$ cat config.mk
export PLATFORM = sky130hd
export DESIGN_NAME = pc_rx_framer
export DESIGN_NICKNAME = d
export VERILOG_FILES = /design/src/rtl/pc_rx_framer.sv
export SDC_FILE = /design/constraint.sdc
export NUM_CORES = 1
export LEC_CHECK = 0
export ABC_AREA = 1
export CAP_MARGIN = 10
export CORE_AREA = 2 2 202 204
export DETAILED_ROUTE_END_ITERATION = 12
export DIE_AREA = 0 0 204 206
export PLACE_DENSITY = 0.82
export SYNTH_ARGS = -nofsm -noshare
export SYNTH_HDL_FRONTEND = slang
export SYNTH_SLANG_ARGS = --single-unit
$ cat constraint.sdc
create_clock -name i_clock -period 3.72 [get_ports i_clock]
set_input_delay 0.558 -clock i_clock [delete_from_list [all_inputs] [get_ports i_clock]]
set_output_delay 0.558 -clock i_clock [all_outputs]
set_load 0.01 [all_outputs]
$ cat src/rtl/pc_rx_framer.sv
// pc_rx_framer: RESYNC/MAGIC framing of the uart_rx byte stream, word packing and FWFT FIFO.
// Optional statistics counters are enabled by defining PC_RX_FRAMER_STATS_EN.
module pc_rx_framer #(
    parameter int unsigned WORD_BYTES = 4,
    parameter int unsigned FIFO_DEPTH = 16,
    parameter int unsigned MSB_FIRST  = 1,
    parameter logic [31:0] RESYNC_SEQ = 32'h416FDC1E,
    parameter logic [31:0] MAGIC_SEQ  = 32'hD78C1B74
) (
    input  logic                              i_clock,
    input  logic                              i_reset,
    input  logic [7:0]                        i_rx_byte,
    input  logic                              i_rx_byte_valid,
    input  logic                              i_read_next_word_cmd,
    output logic [8*WORD_BYTES-1:0]           o_fifo_output_word,
    output logic                              o_fifo_is_empty_sig,
    output logic                              o_fifo_is_full_sig,
    output logic [$clog2(FIFO_DEPTH):0]       o_fifo_level,
    output logic                              o_start_packet_sig,
    output logic                              o_overflow_sig,
`ifdef PC_RX_FRAMER_STATS_EN
    output logic [15:0]                       o_resync_count,
    output logic [15:0]                       o_packet_count,
    output logic [15:0]                       o_drop_count,
`endif
    output logic [1:0]                        o_state
);

    localparam int unsigned W  = 8 * WORD_BYTES;
    localparam int unsigned AW = $clog2(FIFO_DEPTH);
    localparam int unsigned LW = AW + 1;
    localparam int unsigned CW = $clog2(WORD_BYTES) + 1;

    typedef enum logic [1:0] {
        ST_IDLE = 2'd0,
        ST_PRE  = 2'd1,
        ST_DATA = 2'd2
    } state_t;

    state_t          r_state;
    logic [23:0]     r_history;
    logic [CW-1:0]   r_pack_count;
    logic [W-1:0]    r_pack_word;
    logic            r_wr_pending;
    logic [W-1:0]    r_wr_word;
    logic            r_start_packet;

    logic [W-1:0]    r_mem [FIFO_DEPTH];
    logic [AW-1:0]   r_rd_ptr;
    logic [AW-1:0]   r_wr_ptr;
    logic [LW-1:0]   r_level;
    logic            r_overflow;

    logic [31:0]     w_hist_next;
    logic            w_resync_hit;
    logic            w_magic_hit;
    logic [W-1:0]    w_pack_next;
    logic            w_byte_last;
    logic            w_full;
    logic            w_empty;
    logic            w_pop;
    logic            w_push;
    logic            w_drop;

    // Only the three previous bytes are stored; the incoming byte completes the 32-bit window.
    assign w_hist_next  = {r_history, i_rx_byte};
    assign w_resync_hit = i_rx_byte_valid && (w_hist_next == RESYNC_SEQ);
    assign w_magic_hit  = i_rx_byte_valid && (w_hist_next == MAGIC_SEQ);
    assign w_byte_last  = (r_pack_count == CW'(WORD_BYTES - 1));

    generate
        if (WORD_BYTES == 1) begin : g_pack_single
            assign w_pack_next = i_rx_byte;
        end else if (MSB_FIRST != 0) begin : g_pack_msb
            assign w_pack_next = {r_pack_word[W-9:0], i_rx_byte};
        end else begin : g_pack_lsb
            assign w_pack_next = {i_rx_byte, r_pack_word[W-1:8]};
        end
    endgenerate

    always_ff @(posedge i_clock) begin
        if (i_reset) begin
            r_state        <= ST_IDLE;
            r_history      <= '0;
            r_pack_count   <= '0;
            r_pack_word    <= '0;
            r_wr_pending   <= 1'b0;
            r_wr_word      <= '0;
            r_start_packet <= 1'b0;
        end else begin
            r_start_packet <= 1'b0;
            r_wr_pending   <= 1'b0;
            if (i_rx_byte_valid) begin
                r_history <= w_hist_next[23:0];
                case (r_state)
                    ST_IDLE: begin
                        if (w_resync_hit) begin
                            r_state <= ST_PRE;
                        end
                    end
                    ST_PRE: begin
                        if (w_magic_hit) begin
                            r_state        <= ST_DATA;
                            r_start_packet <= 1'b1;
                            r_pack_count   <= '0;
                        end
                    end
                    ST_DATA: begin
                        // A resync drops the partial word; the matching byte itself is never packed.
                        if (w_resync_hit) begin
                            r_state      <= ST_PRE;
                            r_pack_count <= '0;
                        end else begin
                            r_pack_word <= w_pack_next;
                            if (w_byte_last) begin
                                r_pack_count <= '0;
                                r_wr_pending <= 1'b1;
                                r_wr_word    <= w_pack_next;
                            end else begin
                                r_pack_count <= r_pack_count + 1'b1;
                            end
                        end
                    end
                    default: r_state <= ST_IDLE;
                endcase
            end
        end
    end

    assign w_empty = (r_level == '0);
    assign w_full  = (r_level == LW'(FIFO_DEPTH));
    assign w_pop   = i_read_next_word_cmd && !w_empty;
    assign w_push  = r_wr_pending && (!w_full || w_pop);
    assign w_drop  = r_wr_pending && w_full && !w_pop;

    always_ff @(posedge i_clock) begin
        if (w_push) begin
            r_mem[r_wr_ptr] <= r_wr_word;
        end
    end

    always_ff @(posedge i_clock) begin
        if (i_reset) begin
            r_rd_ptr   <= '0;
            r_wr_ptr   <= '0;
            r_level    <= '0;
            r_overflow <= 1'b0;
        end else begin
            if (w_push) begin
                r_wr_ptr <= r_wr_ptr + 1'b1;
            end
            if (w_pop) begin
                r_rd_ptr <= r_rd_ptr + 1'b1;
            end
            case ({w_push, w_pop})
                2'b10:   r_level <= r_level + 1'b1;
                2'b01:   r_level <= r_level - 1'b1;
                default: r_level <= r_level;
            endcase
            if (w_drop) begin
                r_overflow <= 1'b1;
            end
        end
    end

`ifdef PC_RX_FRAMER_STATS_EN
    logic [15:0] r_resync_count;
    logic [15:0] r_packet_count;
    logic [15:0] r_drop_count;

    // Event counters saturate rather than wrap so a long capture never reads as quiet.
    always_ff @(posedge i_clock) begin
        if (i_reset) begin
            r_resync_count <= '0;
            r_packet_count <= '0;
            r_drop_count   <= '0;
        end else begin
            if (w_resync_hit && (r_resync_count != 16'hFFFF)) begin
                r_resync_count <= r_resync_count + 16'd1;
            end
            if (r_start_packet && (r_packet_count != 16'hFFFF)) begin
                r_packet_count <= r_packet_count + 16'd1;
            end
            if (w_drop && (r_drop_count != 16'hFFFF)) begin
                r_drop_count <= r_drop_count + 16'd1;
            end
        end
    end

    assign o_resync_count = r_resync_count;
    assign o_packet_count = r_packet_count;
    assign o_drop_count   = r_drop_count;
`endif

    assign o_fifo_output_word  = w_empty ? '0 : r_mem[r_rd_ptr];
    assign o_fifo_is_empty_sig = w_empty;
    assign o_fifo_is_full_sig  = w_full;
    assign o_fifo_level        = r_level;
    assign o_start_packet_sig  = r_start_packet;
    assign o_overflow_sig      = r_overflow;
    assign o_state             = r_state;

endmodule

==> results of run 1 <==
## final timing paths
path | start | to | slack (ns) | cells past startpoint
worst min-delay path | r_pack_count[2] | r_pack_count[2] | 0.46 | 2
worst min register to register | r_pack_count[2] | r_pack_count[2] | 0.46 | 2
worst max-delay path | flop | o_fifo_output_word[16] | 0.06 | 9
worst max register to register | o_fifo_level[2] | r_mem[14][25] | 1.19 | 7
## synth_stat cells
master / instances / area, um^2
a211oi_1: 1 / 7.51
a21oi_1: 85 / 425
a21oi_2: 1 / 8.76
a31o_2: 1 / 8.76
a31oi_1: 1 / 6.26
buf_1: 7 / 26.3
buf_2: 22 / 110
buf_4: 7 / 52.6
buf_6: 3 / 33.8
clkbuf_1: 94 / 353
dfxtp_1: 105 / 2100
edfxtp_1: 512 / 15400
ha_1: 7 / 87.6
inv_1: 67 / 251
inv_2: 2 / 7.51
inv_6: 1 / 8.76
nand2_1: 78 / 293
nand2_2: 1 / 6.26
nand2_4: 1 / 11.3
nand3_1: 97 / 485
nand3_4: 1 / 17.5
nand4_1: 15 / 93.8
nor2_1: 379 / 1420
nor2_2: 2 / 12.5
nor2_4: 2 / 22.5
nor2_8: 1 / 20.0
nor3_1: 4 / 20.0
nor3_2: 2 / 20.0
nor4_1: 3 / 18.8
o211ai_1: 1 / 7.51
o21a_1: 1 / 7.51
o21ai_0: 304 / 1520
o21ai_1: 36 / 180
o221ai_1: 98 / 858
o22ai_1: 30 / 188
xor2_1: 2 / 17.5
## final cells by class
cell class	count	area share
Clock buffer	69	0.0567
Clock inverter	40	0.0143
Inverter	70	0.00995
Multi-Input combinational cell	1154	0.216
Sequential cell	617	0.638
Tap cell	532	0.0243
Timing Repair Buffer	106	0.0411
## sequential cells by signal, indices dropped and copies added (netlist names), named ones only
register and cells:
r_pack_count 3, r_wr_word 32, r_pack_word 24, r_history 24, r_wr_ptr 4, r_wr_pending 1
o_start_packet_sig 1, r_rd_ptr 4, r_mem 512, o_state 2, o_overflow_sig 1, o_fifo_level 5
## power breakdown
part / total [mW] / internal (mW) / switching (mW)
registers: 7.58 / 7.44 / 0.143
clock network: 6.00 / 3.47 / 2.53
logic: 4.65 / 1.69 / 2.96
total: 18.2 / 12.6 / 5.62
## stage by stage
step	instances	total power [mW]	hold slack, ns
floorplan	1974	10.4	0.422
global placement	2476	11.9	0.432
detailed placement	2476	12.1	0.450
CTS	2586	18.1	0.462
global route	2588	18.9	0.486
finish	2588	18.2	0.456
## critical path, stage by stage (launching register included)
cell             delay, ns
dfxtp_4               0.41
inv_6                 0.26
buf_12                0.31
o21ai_0               0.12
o22ai_1               0.14
nor2_1                0.08
nor2_1                0.16
o21ai_1               0.12
a21oi_1               0.27
clkdlybuf4s50_1       0.59
## timing repair
item	CTS	global route
setup endpoints to repair	13	6
buffers inserted	1	1
hold buffers	0	0
cloned	0	1
resized for setup	0	8
## logic make-up after synthesis
group | count (synthesis) | share of synthesized area
compound gates | 559 | 0.134
xor+xnor | 2 | 0.000727
fa+ha+maj | 7 | 0.00364
buf+inv | 203 | 0.0350
flops | 617 | 0.726
simple gates | 586 | 0.101
## routing by layer
metal	track usage	vias up	wire (um)
li1	-	7336	-
met1	0.376	8091	21800
met2	0.476	1202	29800
met3	0.0427	193	7040
met4	0.130	0	2390
met5	0	-	0
==> results.sh, run 1 <==
export IMPL_fin_area_um2=27400
export IMPL_vias=16800
export IMPL_status="finished clean"
export IMPL_finalHoldViolations=0
export IMPL_netlist_instances=1974
export IMPL_cts_buffer_depth=3
export IMPL_finalWirelength_mm=61.0
export IMPL_crit_fanout=66
export IMPL_firstDrtPassIters=6
export IMPL_ir_worst_vdd_mv=0.446
export IMPL_vias_per_cell=6.50
export IMPL_layout_drive_gt1_share=0.0914
export IMPL_hp_class="reg -> reg"
export IMPL_clock_skew_ns=0.0113
export IMPL_powerDensity_nw_per_um2=665
export IMPL_tightest_slew_ns=0.973
export IMPL_portBuffers=54
export IMPL_final_cell_mix="edfxtp_1, nor2_1, o21ai_0"
export IMPL_track_usage=0.286
export IMPL_syn2layout_area_growth_pct=13.8
export IMPL_die_area_um2=42000
export IMPL_rsz0062_at_grt="yes"
export IMPL_cap_violations=0
export IMPL_cts_buffers=58
export IMPL_syn_avg_cell_area_um2=12.2
export IMPL_netlist_area_um2=24100
export IMPL_final_util=0.682
export IMPL_drt_iter0_markers=2435
export IMPL_die_y_um=206
export IMPL_initial_core_util=0.599
export IMPL_ios=55
export IMPL_crit_path_end_kind="primary output"
export IMPL_cts_tree="yes"
export IMPL_synth_seq_cells=617
export IMPL_core_area_um2=40200
export IMPL_yosysWarnings=0
export IMPL_setup_viol=0
export IMPL_seqCellArea_um2=17500
export IMPL_critical_path_class="reg -> out"
export IMPL_place_gp_congestion=0.945
export IMPL_fin_ws_ns=0.0560
export IMPL_min_period_ns=3.66
export IMPL_grt_start_max_net_pins=131
export IMPL_post_dp_cell_area_um2=25300
export IMPL_post_route_drc_count=0
export IMPL_slew_headroom=0.351
export IMPL_finalSetupTns_ns=0
export IMPL_cp_arrival_ns=3.11
export IMPL_overflow=0
export IMPL_required_ns=3.16
export IMPL_diodes=0
export IMPL_synth_fp_nets=1993
export IMPL_place_ws_ns=0.470
export IMPL_multi_input_area_um2=5910
export IMPL_h_tree_depth=2
export IMPL_slew_viol_final=0
export IMPL_p_leak_nw=9.83
export IMPL_start_kind="flop"
export IMPL_grt_pass1_wl_mm=91.2
export IMPL_root_buffer="clkbuf_16"
export IMPL_cts_sinks=617
export IMPL_hpwlAfterDp_mm=32.3
export IMPL_wl_per_cell_um=23.6
export IMPL_synthDistinctLibCells=36
export IMPL_die_x_um=204
export IMPL_fmax_mhz=273
export IMPL_ys_seq_area_frac=0.726
export IMPL_fin_nets=2026
export IMPL_rows=74
export IMPL_grt_pass1_vias=16300
export IMPL_fillCellCount=2586
export IMPL_insertion_delay_ns=0.60
export IMPL_antenna_found_initial=0
export IMPL_clk_pin_slew_ns=0.06
export IMPL_post_route_period_util=0.985
export IMPL_antenna_left=0
export IMPL_final_common_cell="edfxtp_1"
No activity file was read; power rests on OpenSTA's default activity.
==> run 2: changes to the inputs <==
==> config.mk (replaced) <==
export PLATFORM = sky130hd
export DESIGN_NAME = pc_rx_framer
export DESIGN_NICKNAME = d
export VERILOG_FILES = /design/src/rtl/pc_rx_framer.sv
export SDC_FILE = /design/constraint.sdc
export NUM_CORES = 1
export LEC_CHECK = 0
export CAP_MARGIN = 10
export CORE_AREA = 2 2 248 250
export DETAILED_ROUTE_END_ITERATION = 12
export DIE_AREA = 0 0 250 252
export PLACE_DENSITY = 0.59
export SLEW_MARGIN = 20
export SYNTH_ARGS = -nofsm -noshare
export SYNTH_HDL_FRONTEND = slang
export SYNTH_SLANG_ARGS = --single-unit
==> run 2 against run 1 <==
  * Via count is 32% lower
  * Synthesized area shrank 1.1%
  * Sequential share of layout area decreased by 0.99 points
  * Hold slack improved by 0.019 ns
  * Power is 25% lower
  * Worst setup slack better by 0.027 ns
  * First-iteration DRC count shrank 54%
  * Wire length fell by 13%
  * Sequential cell count stayed put
  * Critical path type unchanged
  * Highest routed layer unchanged
==> results.sh, run 2 <==
export IMPL_status="finished clean"
export IMPL_firstDrtPassIters=5
export IMPL_max_flop_register="r_mem"
export IMPL_tightest_slew_ns=1.06
export IMPL_slew_viol_final=0
export IMPL_cts_sinks=617
export IMPL_synth_fp_nets=1207
export IMPL_power_frac_comb=0.006
export IMPL_hold_buffers=0
export IMPL_ios=55
export IMPL_synthXorXnorAreaFrac=0.00368
export IMPL_die_y_um=252
export IMPL_wl_per_cell_um=24.9
export IMPL_synth_adder_area_share=0.00368
export IMPL_synth_mux_area_frac=0.186
export IMPL_rsz0062_at_grt="yes"
export IMPL_final_cell_mix="edfxtp_1, mux4_2, dfxtp_1"
export IMPL_die_area_um2=63000
export IMPL_synth_area_leaders="edfxtp_1, mux4_2, dfxtp_1"
export IMPL_slew_headroom=0.290
export IMPL_hp_class="reg -> reg"
export IMPL_synth_async_reset_ratio=0
export IMPL_syn2layout_area_growth_pct=16.9
export IMPL_hpwlAfterDp_mm=28.5
export IMPL_grt_start_max_net_pins=95
export IMPL_synth_top_cells_by_count="edfxtp_1, mux4_2, dfxtp_1"
export IMPL_fmax_mhz=275
export IMPL_cp_top_family="multiplexers"
export IMPL_clock_power_share=0.457
export IMPL_setup_viol=0
export IMPL_finalWirelength_mm=52.8
export IMPL_core_area_um2=60100
export IMPL_r2r_start="o_fifo_level[1]"
export IMPL_wl_met3_mm=3.05
export IMPL_cpPeakStageDelay_ns=0.56
export IMPL_track_usage=0.171
export IMPL_powerDensity_nw_per_um2=494
export IMPL_synthDistinctLibCells=45
export IMPL_worst_path_most_repeated_cell="mux4_2"
export IMPL_timing_hold_ws_ns=0.475
export IMPL_whs_endpoint="r_wr_word[27]"
export IMPL_p_int_mw=11.2
export IMPL_synth_most_common_cell="edfxtp_1"
export IMPL_met1Wirelength_mm=23.1
export IMPL_grt_pass1_wl_mm=78.7
export IMPL_place_gp_congestion=0.708
export IMPL_clock_skew_ns=0.0194
export IMPL_synthSimpleGateAreaFrac=0.0529
export IMPL_worstSetupPathDepth=5
export IMPL_synth_compound_area_frac=0.00662
export IMPL_synth_edf_count=512
export IMPL_holdPathStages=2
export IMPL_cts_buffers=66
export IMPL_critical_path_class="reg -> out"
export IMPL_cts_tree="yes"
export IMPL_wl_met2_mm=25.8
export IMPL_synth_top_cell_by_area="edfxtp_1"
export IMPL_layout_drive_gt1_share=0.240
export IMPL_insertion_delay_ns=0.58
export IMPL_vias=11400
export IMPL_seq_power_share=0.537
export IMPL_start_kind="flop"
export IMPL_antenna_left=0
export IMPL_portBuffers=54
export IMPL_switching_share=0.189
export IMPL_clk_pin_slew_ns=0.06
export IMPL_final_common_cell="edfxtp_1"
export IMPL_largest_reg_flops=512
export IMPL_fin_area_um2=27800
export IMPL_switching_power_mw=2.60
export IMPL_synth_top_family_by_area="multiplexers"
export IMPL_crit_path_end_kind="primary output"
export IMPL_min_period_ns=3.64
export IMPL_synth_seq_cells=617
export IMPL_synth_main_ff_cell="edfxtp_1"
export IMPL_crit_fanout=37
export IMPL_netlist_area_um2=23800
export IMPL_root_buffer="clkbuf_16"
export IMPL_critical_path_buf_inv_count=2
export IMPL_post_cts_repair_setup_buffers=0
export IMPL_ir_worst_vdd_mv=0.316
export IMPL_overflow=0
export IMPL_netlist_instances=1188
export IMPL_min_delay_start="r_pack_word[19]"
export IMPL_initial_core_util=0.396
export IMPL_grt_pass1_vias=11900
export IMPL_rows=90
export IMPL_reg_top3="r_mem (512), r_wr_word (32)"
export IMPL_die_x_um=250
export IMPL_antenna_found_initial=0
export IMPL_cp_arrival_ns=3.08
export IMPL_path_cells="buf_16 > mux4_2 > mux4_2 > nor2b_1 > clkdlybuf4s50_1"
export IMPL_cap_violations=0
export IMPL_vias_per_cell=5.39
export IMPL_diodes=0
export IMPL_yosysWarnings=0
export IMPL_h_tree_depth=3
export IMPL_reg2reg_depth=9
export IMPL_top_layer="met4"
export IMPL_synth_top_area_frac=0.646
export IMPL_cts_buffer_depth=3
export IMPL_ys_seq_area_frac=0.734
export IMPL_post_route_drc_count=0
export IMPL_p_leak_nw=10.4
export IMPL_syn_avg_cell_area_um2=20.0
export IMPL_post_dp_cell_area_um2=25700
export IMPL_required_ns=3.16
export IMPL_reg2reg_to="o_fifo_level[4]"
export IMPL_fin_nets=1307
export IMPL_drt_iter0_markers=1122
export IMPL_slowest_stage="mux4_2"
export IMPL_finalHoldViolations=0
export IMPL_r2r_slack_ns=1.08
export IMPL_post_route_period_util=0.978
-- run 2: cell count changes in the layout (fill, tap and decap cells not counted), moves of 63 or more --
cell	delta
mux4_2	+160
nor2_1	-320
nand2_1	-63
o21ai_0	-303
a21oi_1	-77
mux2i_1	+82
o221ai_1	-97
nand3_1	-93
nand2b_1	+72
-- run 2: metal layers --
metal / GRT usage / vias up
met1: 0.239 / 6046
li1: - / 4970
met2: 0.277 / 345
met5: 0 / -
met3: 0.0288 / 59
met4: 0.0481 / 0
-- run 2: worst min-delay path: cells and delay by family (launching register included) --
kind	cells	cell delay [ns]
DFF	1	0.30
muxes	1	0.07
and+or+nand+nor	1	0.08
-- run 2: cell families after synthesis --
kind of cell / count (synthesis)
fa+ha+maj: 7
simple gates: 217
mux: 242
xor+xnor: 10
flops: 617
compound gates: 22
buf+inv: 73
-- run 2: worst max-delay path by stage --
| stage | end | start | slack (ns) |
|---|---|---|---|
| 2_1_floorplan | r_mem[7][0] | o_fifo_level[1] | 0.55 |
| 3_3_place_gp | o_fifo_output_word[1] | flop | 0.58 |
| 3_5_place_dp | o_fifo_output_word[1] | flop | 0.59 |
| 4_1_cts | o_fifo_output_word[13] | flop | -0.01 |
| 5_1_grt | o_fifo_output_word[13] | flop | -0.05 |
| 6_report | o_fifo_output_word[13] | flop | 0.08 |
-- run 2: power groups by stage --
stage	logic, mW	registers, mW	clock network (mW)
after floorplan	0.0545	7.53	0
after global placement	0.0811	7.54	0
after detailed placement	0.0822	7.54	0
after CTS	0.0822	7.39	6.43
after global routing	0.0885	7.39	6.72
final	0.0813	7.39	6.29
-- run 2: stage by stage --
step	setup WS, ns	power, mW	utilization	setup TNS [ns]	instances
3_3_place_gp	0.585	7.62	0.427	0	2002
6_report	0.0827	13.8	0.463	0	2119
4_1_cts	-0.0144	13.9	0.462	-0.0227	2119
3_5_place_dp	0.591	7.62	0.427	0	2002
2_1_floorplan	0.547	7.59	-	0	1188
5_1_grt	-0.0454	14.2	0.463	-0.0852	2119
-- run 2: area by class of cell --
| cell class | instances | area [um^2] |
|---|---|---|
| Clock buffer | 91 | 1840 |
| Timing Repair Buffer | 97 | 1110 |
| Inverter | 8 | 30.0 |
| Sequential cell | 617 | 17500 |
| Tap cell | 782 | 978 |
| Clock inverter | 26 | 233 |
| Multi-Input combinational cell | 498 | 6160 |
| Fill cell | 5077 | 32300 |
-- run 2: what timing repair did --
item | 4_1_cts | 5_1_grt
endpoints found under the setup margin | 5 | 24
resized for setup | 3 | 21
gates cloned | 0 | 0
